`config.mk`:
```
export PLATFORM = sky130hd
export DESIGN_NAME = viterbi_channel_inj
export DESIGN_NICKNAME = d
export VERILOG_FILES = /design/src/rtl/viterbi_channel_inj.sv
export SDC_FILE = /design/constraint.sdc
export NUM_CORES = 1
export LEC_CHECK = 0
export ABC_AREA = 0
export CAP_MARGIN = 20
export CORE_MARGIN = 2
export CORE_UTILIZATION = 54
export DETAILED_ROUTE_END_ITERATION = 6
export GPL_TIMING_DRIVEN = 0
export PLACE_DENSITY = 0.8
export SYNTH_ARGS = -nofsm -noshare
export SYNTH_HDL_FRONTEND = slang
export SYNTH_SLANG_ARGS = --single-unit
```
`constraint.sdc`:
```
create_clock -name clk -period 3.79 [get_ports clk]
set_input_delay 0.758 -clock clk [delete_from_list [all_inputs] [get_ports clk]]
set_output_delay 0.758 -clock clk [all_outputs]
set_load 0.005 [all_outputs]
```
`src/rtl/viterbi_channel_inj.sv`:
```
// Channel model between convolutional encoder and Viterbi decoder: XORs an LFSR-driven error mask into each symbol.
// Latency 1 cycle; no backpressure, state and counters freeze while enc_valid_i is low.
module viterbi_channel_inj #(
    parameter int          N         = 3,
    parameter int          WINDOW    = 256,
    parameter int          BURST_LEN = 4,
    parameter logic [31:0] LFSR_SEED = 32'h0000_0001
) (
    input  logic        clk,
    input  logic        rst,
    input  logic        enc_valid_i,
    input  logic [1:0]  enc_sym_i,
    input  logic        inj_en_i,
    input  logic [1:0]  mode_i,
    output logic        dec_valid_o,
    output logic [1:0]  dec_sym_o,
    output logic [1:0]  err_mask_o,
    output logic [15:0] sym_ct_o,
    output logic [15:0] inj_ct_o,
    output logic [15:0] bad_bit_ct_o,
    output logic        window_done_o
);

    localparam logic [31:0] SEED = (LFSR_SEED == 32'h0) ? 32'h1 : LFSR_SEED;
    localparam logic [31:0] TAPS = 32'h8020_0003;
    localparam logic [15:0] WIN  = 16'(WINDOW);
    localparam int          RW   = (BURST_LEN > 1) ? $clog2(BURST_LEN) : 1;

    typedef enum logic [1:0] {ARMED, BURST, DONE} state_t;

    state_t        state, nxt_state;
    logic [31:0]   lfsr, nxt_lfsr;
    logic [RW-1:0] rem, nxt_rem;
    logic [15:0]   sym_ct, inj_ct, bad_ct;
    logic [1:0]    mask;
    logic          trig, allow, last_win;

    function automatic logic [15:0] sat_add(input logic [15:0] a, input logic [1:0] b);
        logic [16:0] s;
        s = {1'b0, a} + {15'b0, b};
        return s[16] ? 16'hFFFF : s[15:0];
    endfunction

    assign trig     = &lfsr[N-1:0];
    assign allow    = inj_en_i & (sym_ct < WIN) & (mode_i != 2'b00);
    assign last_win = (sym_ct == WIN - 16'd1);
    assign nxt_lfsr = {1'b0, lfsr[31:1]} ^ (lfsr[0] ? TAPS : 32'h0);

    always_comb begin
        mask      = 2'b00;
        nxt_state = state;
        nxt_rem   = rem;
        case (state)
            ARMED: begin
                if (trig && allow) begin
                    case (mode_i)
                        2'b01: mask = 2'b01;
                        2'b10: mask = lfsr[N] ? 2'b10 : 2'b01;
                        2'b11: begin
                            mask = 2'b01;
                            if (BURST_LEN > 1) begin
                                nxt_state = BURST;
                                nxt_rem   = RW'(BURST_LEN - 1);
                            end
                        end
                        default: mask = 2'b00;
                    endcase
                end
            end
            BURST: begin
                // Any loss of permission (or leaving burst mode) kills the burst for good.
                if (allow && mode_i == 2'b11) begin
                    mask    = 2'b01;
                    nxt_rem = rem - RW'(1);
                    if (rem == RW'(1)) nxt_state = ARMED;
                end else begin
                    nxt_rem   = '0;
                    nxt_state = ARMED;
                end
            end
            default: mask = 2'b00;
        endcase
        if (last_win) begin
            nxt_state = DONE;
            nxt_rem   = '0;
        end
    end

    always_ff @(posedge clk or negedge rst) begin
        if (!rst) begin
            state         <= ARMED;
            lfsr          <= SEED;
            rem           <= '0;
            sym_ct        <= '0;
            inj_ct        <= '0;
            bad_ct        <= '0;
            dec_valid_o   <= 1'b0;
            dec_sym_o     <= 2'b00;
            err_mask_o    <= 2'b00;
            window_done_o <= 1'b0;
        end else begin
            dec_valid_o <= enc_valid_i;
            if (enc_valid_i) begin
                dec_sym_o     <= enc_sym_i ^ mask;
                err_mask_o    <= mask;
                lfsr          <= nxt_lfsr;
                state         <= nxt_state;
                rem           <= nxt_rem;
                sym_ct        <= sat_add(sym_ct, 2'd1);
                inj_ct        <= sat_add(inj_ct, {1'b0, |mask});
                bad_ct        <= sat_add(bad_ct, {1'b0, mask[1]} + {1'b0, mask[0]});
                window_done_o <= window_done_o | last_win;
            end else begin
                err_mask_o <= 2'b00;
            end
        end
    end

    assign sym_ct_o     = sym_ct;
    assign inj_ct_o     = inj_ct;
    assign bad_bit_ct_o = bad_ct;

endmodule

```
## Yosys cells after proc, flatten, opt, wreduce, memory -nomap -nowiden

Cells that the tools add are included.

- Flip-flop bits (word level): 90
- Bits in latches: 0
- Memory bits (writable): 0
- Memory bits (read-only): 0
- Bits of input ports: 8
- Output and inout bits: 54
- Word-level logic and storage cells: 61
- Memories: 0

- Add/sub/neg operators: 5
- Multiply operators: 0
- Div/mod/pow operators: 0
- Magnitude comparators: 1
- Equality and inequality tests: 9
- Shift-type cells: 0
- Multiplexer cells: 21
- Bitwise operators: 5
- Reduce and logical (&&, ||, !) cells: 10

Operators by type and width:

| cell | number |
|---|---|
| $mux 16 | 3 |
| $mux 32 | 1 |
| $xor 31x32->32 | 1 |
| $mux 2 | 12 |
| $add 16x1->17 | 1 |
| $add 16x1->17 const B | 1 |
| $add 16x2->17 | 1 |
| $eq 16x8->1 const B | 1 |
| $lt 16x9->1 const B | 1 |
| $pmux 2 s2 | 4 |
| $eq 2x1->1 const B | 3 |
| $ne 3x3->1 const B | 2 |
| $reduce_and 5->1 | 1 |
| $eq 2x2->1 const B | 2 |
| $ne 4x4->1 const B | 1 |
| $reduce_and 4->1 | 1 |
| $reduce_or 2->1 | 2 |
| $reduce_and 3->1 | 1 |
| $reduce_bool 3->1 | 1 |
| $add 1x1->2 | 1 |
| $and 1x1->1 | 2 |
| $logic_and 1x1->1 | 2 |
| $logic_not 2->1 | 1 |
| $reduce_bool 2->1 | 1 |
| 4 further kinds | 4 |

## Longest topological paths before layout

- Word-level depth: 9
- Depth in mapped cells: 11
- Mapped depth without buffers: 11

## Worst setup path after synthesis

No wires, ideal clock.

- Kind: input -> register
- Start: in mode_i[0]
- End: reg bad_ct[13] (netlist: bad_bit_ct_o[13])
- Setup time: 88 ps
- Arrival: 2802 ps
- Required time: 3702 ps
- Slack: 899 ps
- Stages on the path: 10
- Path buffers: 1
- Cell sequence: and4b_1 > nand4_4 > xnor2_1 > ha_1 > a41o_1 > ha_1 > nand3_1 > or3_1 > buf_2 > a41oi_1

- Longest elaborated chain between the ends: 8
- Elaborated cells between the ends (all ways): 15
- Those cells by class: add/sub: 2; eq/ne: 3; mux: 5; bitwise: 1; reduce/logical: 4

RTL lines:

| item | line | text |
|---|---|---|
| start: declaration | 14 | `input logic [1:0] mode_i,` |
| $eq 2x2->1 (tied with other cells) | 56, 72 |  |
| $reduce_or 2->1 (no line) or $and 1x1->1 (tied branches) | - |  |
| $pmux 2 s2 (tied with other cells) | 56 | `case (mode_i)` |
| $mux 2 or $mux 1 (tied branches) | 55, 72 |  |
| $pmux 2 s2 (*) | 53 | `case (state)` |
| $add 1x1->2 (*) | 111 | `bad_ct <= sat_add(bad_ct, {1'b0, mask[1]} + {1'b0, mask[0]});` |
| $add 16x2->17 (*) | 40 | `s = {1'b0, a} + {15'b0, b};` |
| $mux 16 (*) | 41 | `return s[16] ? 16'hFFFF : s[15:0];` |
| end signal: assignment | 111 |  |
| end: declaration | 34 | `logic [15:0] sym_ct, inj_ct, bad_ct;` |

Mark *: on every way between the ends. The rest lies on a longest branch, timed or not.
A chain may end at the register's enable or synchronous reset.

## Worst setup path after layout

- Start: in mode_i[1]
- End: reg bad_ct[13] (netlist: bad_bit_ct_o[13])

Same word-level chain as after synthesis.

==> results.md <==
| Stage | Item | Reported |
|---|---|---|
| cells and area | Final instance count without filler cells | 551 |
| logic synthesis | Primary FF master, synth | dfrtp_1 |
| placed design | HPWL Detailed | 5571 um |
| die | Full die area | 0.008391 mm^2 |
| power and ir drop | Seq pwr share | 0.535 |
| routing | Remaining antenna violation count | 0 |
| die | Count of boundary I/O pins | 62 |
| clocking | CTS clock-pin slew for the worst setup and hold paths | 0.09 ns |
| logic synthesis | Count of different cell masters after synthesis | 43 |
| cells and area | Ratio of cells with drive above 1 in the final layout | 0.1438 |
| routing | Total wirelength of the detailed-routed design | 7941 um |
| die | Placeable core region | 0.007331 mm^2 |
| timing | Final Hold Fails | 0 |
| die | Die boundary height | 91.60 um |
| clocking | Maximum clock insertion buffer count | 2 |
| die | Initial core utilization | 0.5653 |
| setup path | Startpoint kind of the worst setup timing path | input port |
| power and ir drop | Power per cell area | 476.7 mW/mm^2 |
| power and ir drop | Internal power summed over all cells | 1819 uW |
| global routing | Vias in the first global route | 2974 |
| power and ir drop | Sw Share | 0.2562 |
| timing | Worst relative slew slack | 0.5650 |
| die | Die W | 91.60 um |
| clocking | Latest clock arrival within the worst-skew pair | 0.35 ns |
| timing | Final sum of negative setup slack | 0 ns |
| routing | First-pass detailed-route iteration total | 4 |
| timing | Count of pins over their slew limit | 0 |
| global routing | Aggregate global-route resource usage | 0.2076 |
| setup path | Critical setup path kind | input port to flop |
| clocking | Clk sink count | 90 |
| global routing | Aggregate global routing overflow | 0 |
| timing | Endpoints failing setup | 0 |
| placed design | Post-placement cell count | 535 |
| logic synthesis | Part of the Yosys area used for sequential elements | 0.5438 |
| logic synthesis | Flop and latch count out of synthesis | 90 |
| power and ir drop | Static leakage power | 0.002317 uW |
| global routing | Global-route wire length before repair | 13950 um |
| clocking | CTS tree | built |
| setup path | Worst Path Required | 4.06 ns |
| global routing | Maximum number of pins on one net before global-route repair | 73 |
| cells and area | Net count, final | 462 |
| placed design | I/O Buffers | 61 |
| hold path | Class of the worst hold path | input port to async pin |
| timing | Slew at the pin with the worst max-slew slack | 0.6475 ns |
| cells and area | Count of antenna diodes in the layout | 0 |
| logic synthesis | Warning count from the yosys run | 0 |
| timing | Timing-limited maximum frequency | 292.3 MHz |
| placed design | Placer's final routability congestion estimate | 0.8667 |
| logic synthesis | Top cell type by total area after synthesis | dfrtp_1 |
| clocking | Clock root buffer master | clkbuf_8 |
| logic synthesis | Fraction of registers with async set/reset | 1.000 |
| clocking | Setup repair bufs after CTS | 0 |
| logic synthesis | Average size of a mapped cell | 11.08 um^2 |
| power and ir drop | Gate power share | 0.169 |
| logic synthesis | Most area-consuming cells after synthesis | dfrtp_1 (54%), mux2_2 (9.2%), nand2_1 (4.3%) |
| outcome | Outcome | complete, no violations |
| clocking | Number of buffers inserted for hold repair after clock tree synthesis | 0 |
| logic synthesis | Number of instances in the synthesized netlist | 374 |
| cells and area | Fill cell count | 525 |
| routing | Via density per instance | 5.470 |
| power and ir drop | Proportion of power drawn by the clock network | 0.297 |
| routing | Number of DRC markers after the initial detailed-route iteration | 150 |
| cells and area | Area growth, synth to finish | 23.82% |
| logic synthesis | Net count after synthesis | 389 |
| clocking | Post-CTS Resized | 0 |
| power and ir drop | Max rail drop VDD | 0.0004001 V |
| timing | Skew final | 0.007875 ns |
| routing | Routed via count | 3014 |
| logic synthesis | Post-Syn Area | 0.004144 mm^2 |
| timing | Share of the clock period used by the worst path after layout | 0.9027 |
| timing | RSZ-0062 raised after global routing | false |
| setup path | Data arrival time of the worst path | 3.69 ns |
| routing | DRC errors left | 0 |
| setup path | Critical-path maximum fanout | 10 |
| power and ir drop | Net Sw Power | 626.7 uW |
| setup path | Nature of the critical path endpoint | flop |
| routing | Average detailed-routed wire length per instance | 14.41 um |
| die | Row Count | 31 |
| logic synthesis | Area share of the largest cell type after synthesis | 0.5374 |
| clocking | Maximum level of the CTS H-tree | 3 |
| cells and area | Final standard cell utilization of the core | 0.6999 |
| job | Number of max-capacitance violations reported | 0 |
| clocking | Total CTS buffers | 9 |
| logic synthesis | Count of flip-flops with a built-in enable after synthesis | 0 |
| global routing | Number of antenna violations at the first check in global routing | 0 |
| timing | Final period demand of the worst path | 3.421 ns |
[metrics by stage]
stage	hold WS [ns]	total power, uW	setup WS [ns]	instance area (um^2)
floorplan	0.4510	1570	0.8992	4144
global placement	0.4414	1715	-1.243	4878
detailed placement	0.4484	1743	-0.007290	4903
CTS	0.2692	2463	0.3461	5131
global route	0.2624	2601	0.09955	5131
finish	0.2665	2446	0.3687	5131
[cells in the mapped netlist, types with 2 or more instances]
master and number:
nor4_1 2, nor4_4 2, o21a_1 3, nand2_1 48
dfrtp_1 89, a41oi_1 2, nand2b_1 3, nor2b_1 7
buf_2 2, a21oi_1 22, xnor2_1 10, mux2i_1 3
nor2_1 24, nand3_1 23, and3_1 9, clkbuf_1 5
xor2_1 15, nand4_1 8, mux2_1 2, o21ai_0 11
inv_1 5, nor3_1 4, a31oi_1 8, ha_1 7
mux2_2 34, a21o_1 3, buf_1 3, nor4_2 2
and2_1 4
[power groups by stage]
stage | Sequential (uW) | Combinational (uW) | Clock [uW]
final | 1310 | 412 | 726
after global routing | 1340 | 466 | 793
after floorplan | 1290 | 278 | 0
after CTS | 1310 | 419 | 737
after detailed placement | 1330 | 417 | 0
after global placement | 1320 | 398 | 0
[worst paths after layout]
path	start	to	slack [ns]	cells after the start
max	mode_i[1]	bad_bit_ct_o[13]	0.37	11
min	rst	sym_ct_o[13]	0.27	1
max reg2reg	lfsr[0]	bad_bit_ct_o[13]	0.46	11
min reg2reg	window_done_o	window_done_o	0.46	1
max in group asynchronous	rst	lfsr[0]	2.85	2
min in group clk	window_done_o	window_done_o	0.46	1
[critical path, stage by stage]
cell             delay (ns)
clkdlybuf4s50_1        0.52
and4b_1                0.30
nand4_4                0.20
xnor2_1                0.21
ha_1                   0.22
a41o_1                 0.11
ha_1                   0.31
nand3_1                0.18
or3_1                  0.44
buf_2                  0.22
a41oi_1                0.21
[state kept, by name, indices dropped and copies added (netlist names)]
signal and count:
state 2, dec_sym_o 2, err_mask_o 2, rem 2
sym_ct_o 16, lfsr 32, dec_valid_o 1, bad_bit_ct_o 16
window_done_o 1, inj_ct_o 16
[cells by family (layout without fill, tap and decap cells)]
| logic type | after synthesis | after routing | share of synthesized area |
|---|---|---|---|
| compound gates | 55 | 55 | 0.08092 |
| xor+xnor | 25 | 25 | 0.05284 |
| fa+ha+maj | 7 | 7 | 0.02113 |
| buf+inv | 15 | 93 | 0.01419 |
| flops | 90 | 90 | 0.5438 |
| mux | 39 | 39 | 0.1051 |
| simple gates | 143 | 143 | 0.1821 |
[metal layers]
metal / track usage / part of all wire
met3: 0.04896 / 0.034
met2: 0.3370 / 0.50
met4: 0.06566 / 0.0088
met1: 0.2768 / 0.46
met5: 0 / 0
[layout make-up]
class	instances	area, um^2	share of cell area
Clock inverter	6	90.09	0.01756
Inverter	5	18.77	0.003658
Multi-Input combinational cell	269	1832	0.3570
Buffer	10	40.04	0.007803
Timing Repair Buffer	62	635.6	0.1239
Tap cell	99	123.9	0.02414
Sequential cell	90	2253	0.4392
Clock buffer	10	137.6	0.02682
[cell usage in the layout (no fill, tap or decap), types with 4 or more instances in the layout]
master / count
mux2_2: 34
and3_1: 9
nand3_1: 23
clkbuf_1: 5
and2_1: 4
xnor2_1: 10
a21oi_1: 22
xor2_1: 15
nand2_1: 48
clkdlybuf4s50_1: 60
nor3_1: 4
clkbuf_8: 10
inv_1: 5
dfrtp_1: 89
nand4_1: 8
nor2_1: 24
o21ai_0: 11
nor2b_1: 7
a31oi_1: 8
ha_1: 7
(Power assumes the default switching activity.)
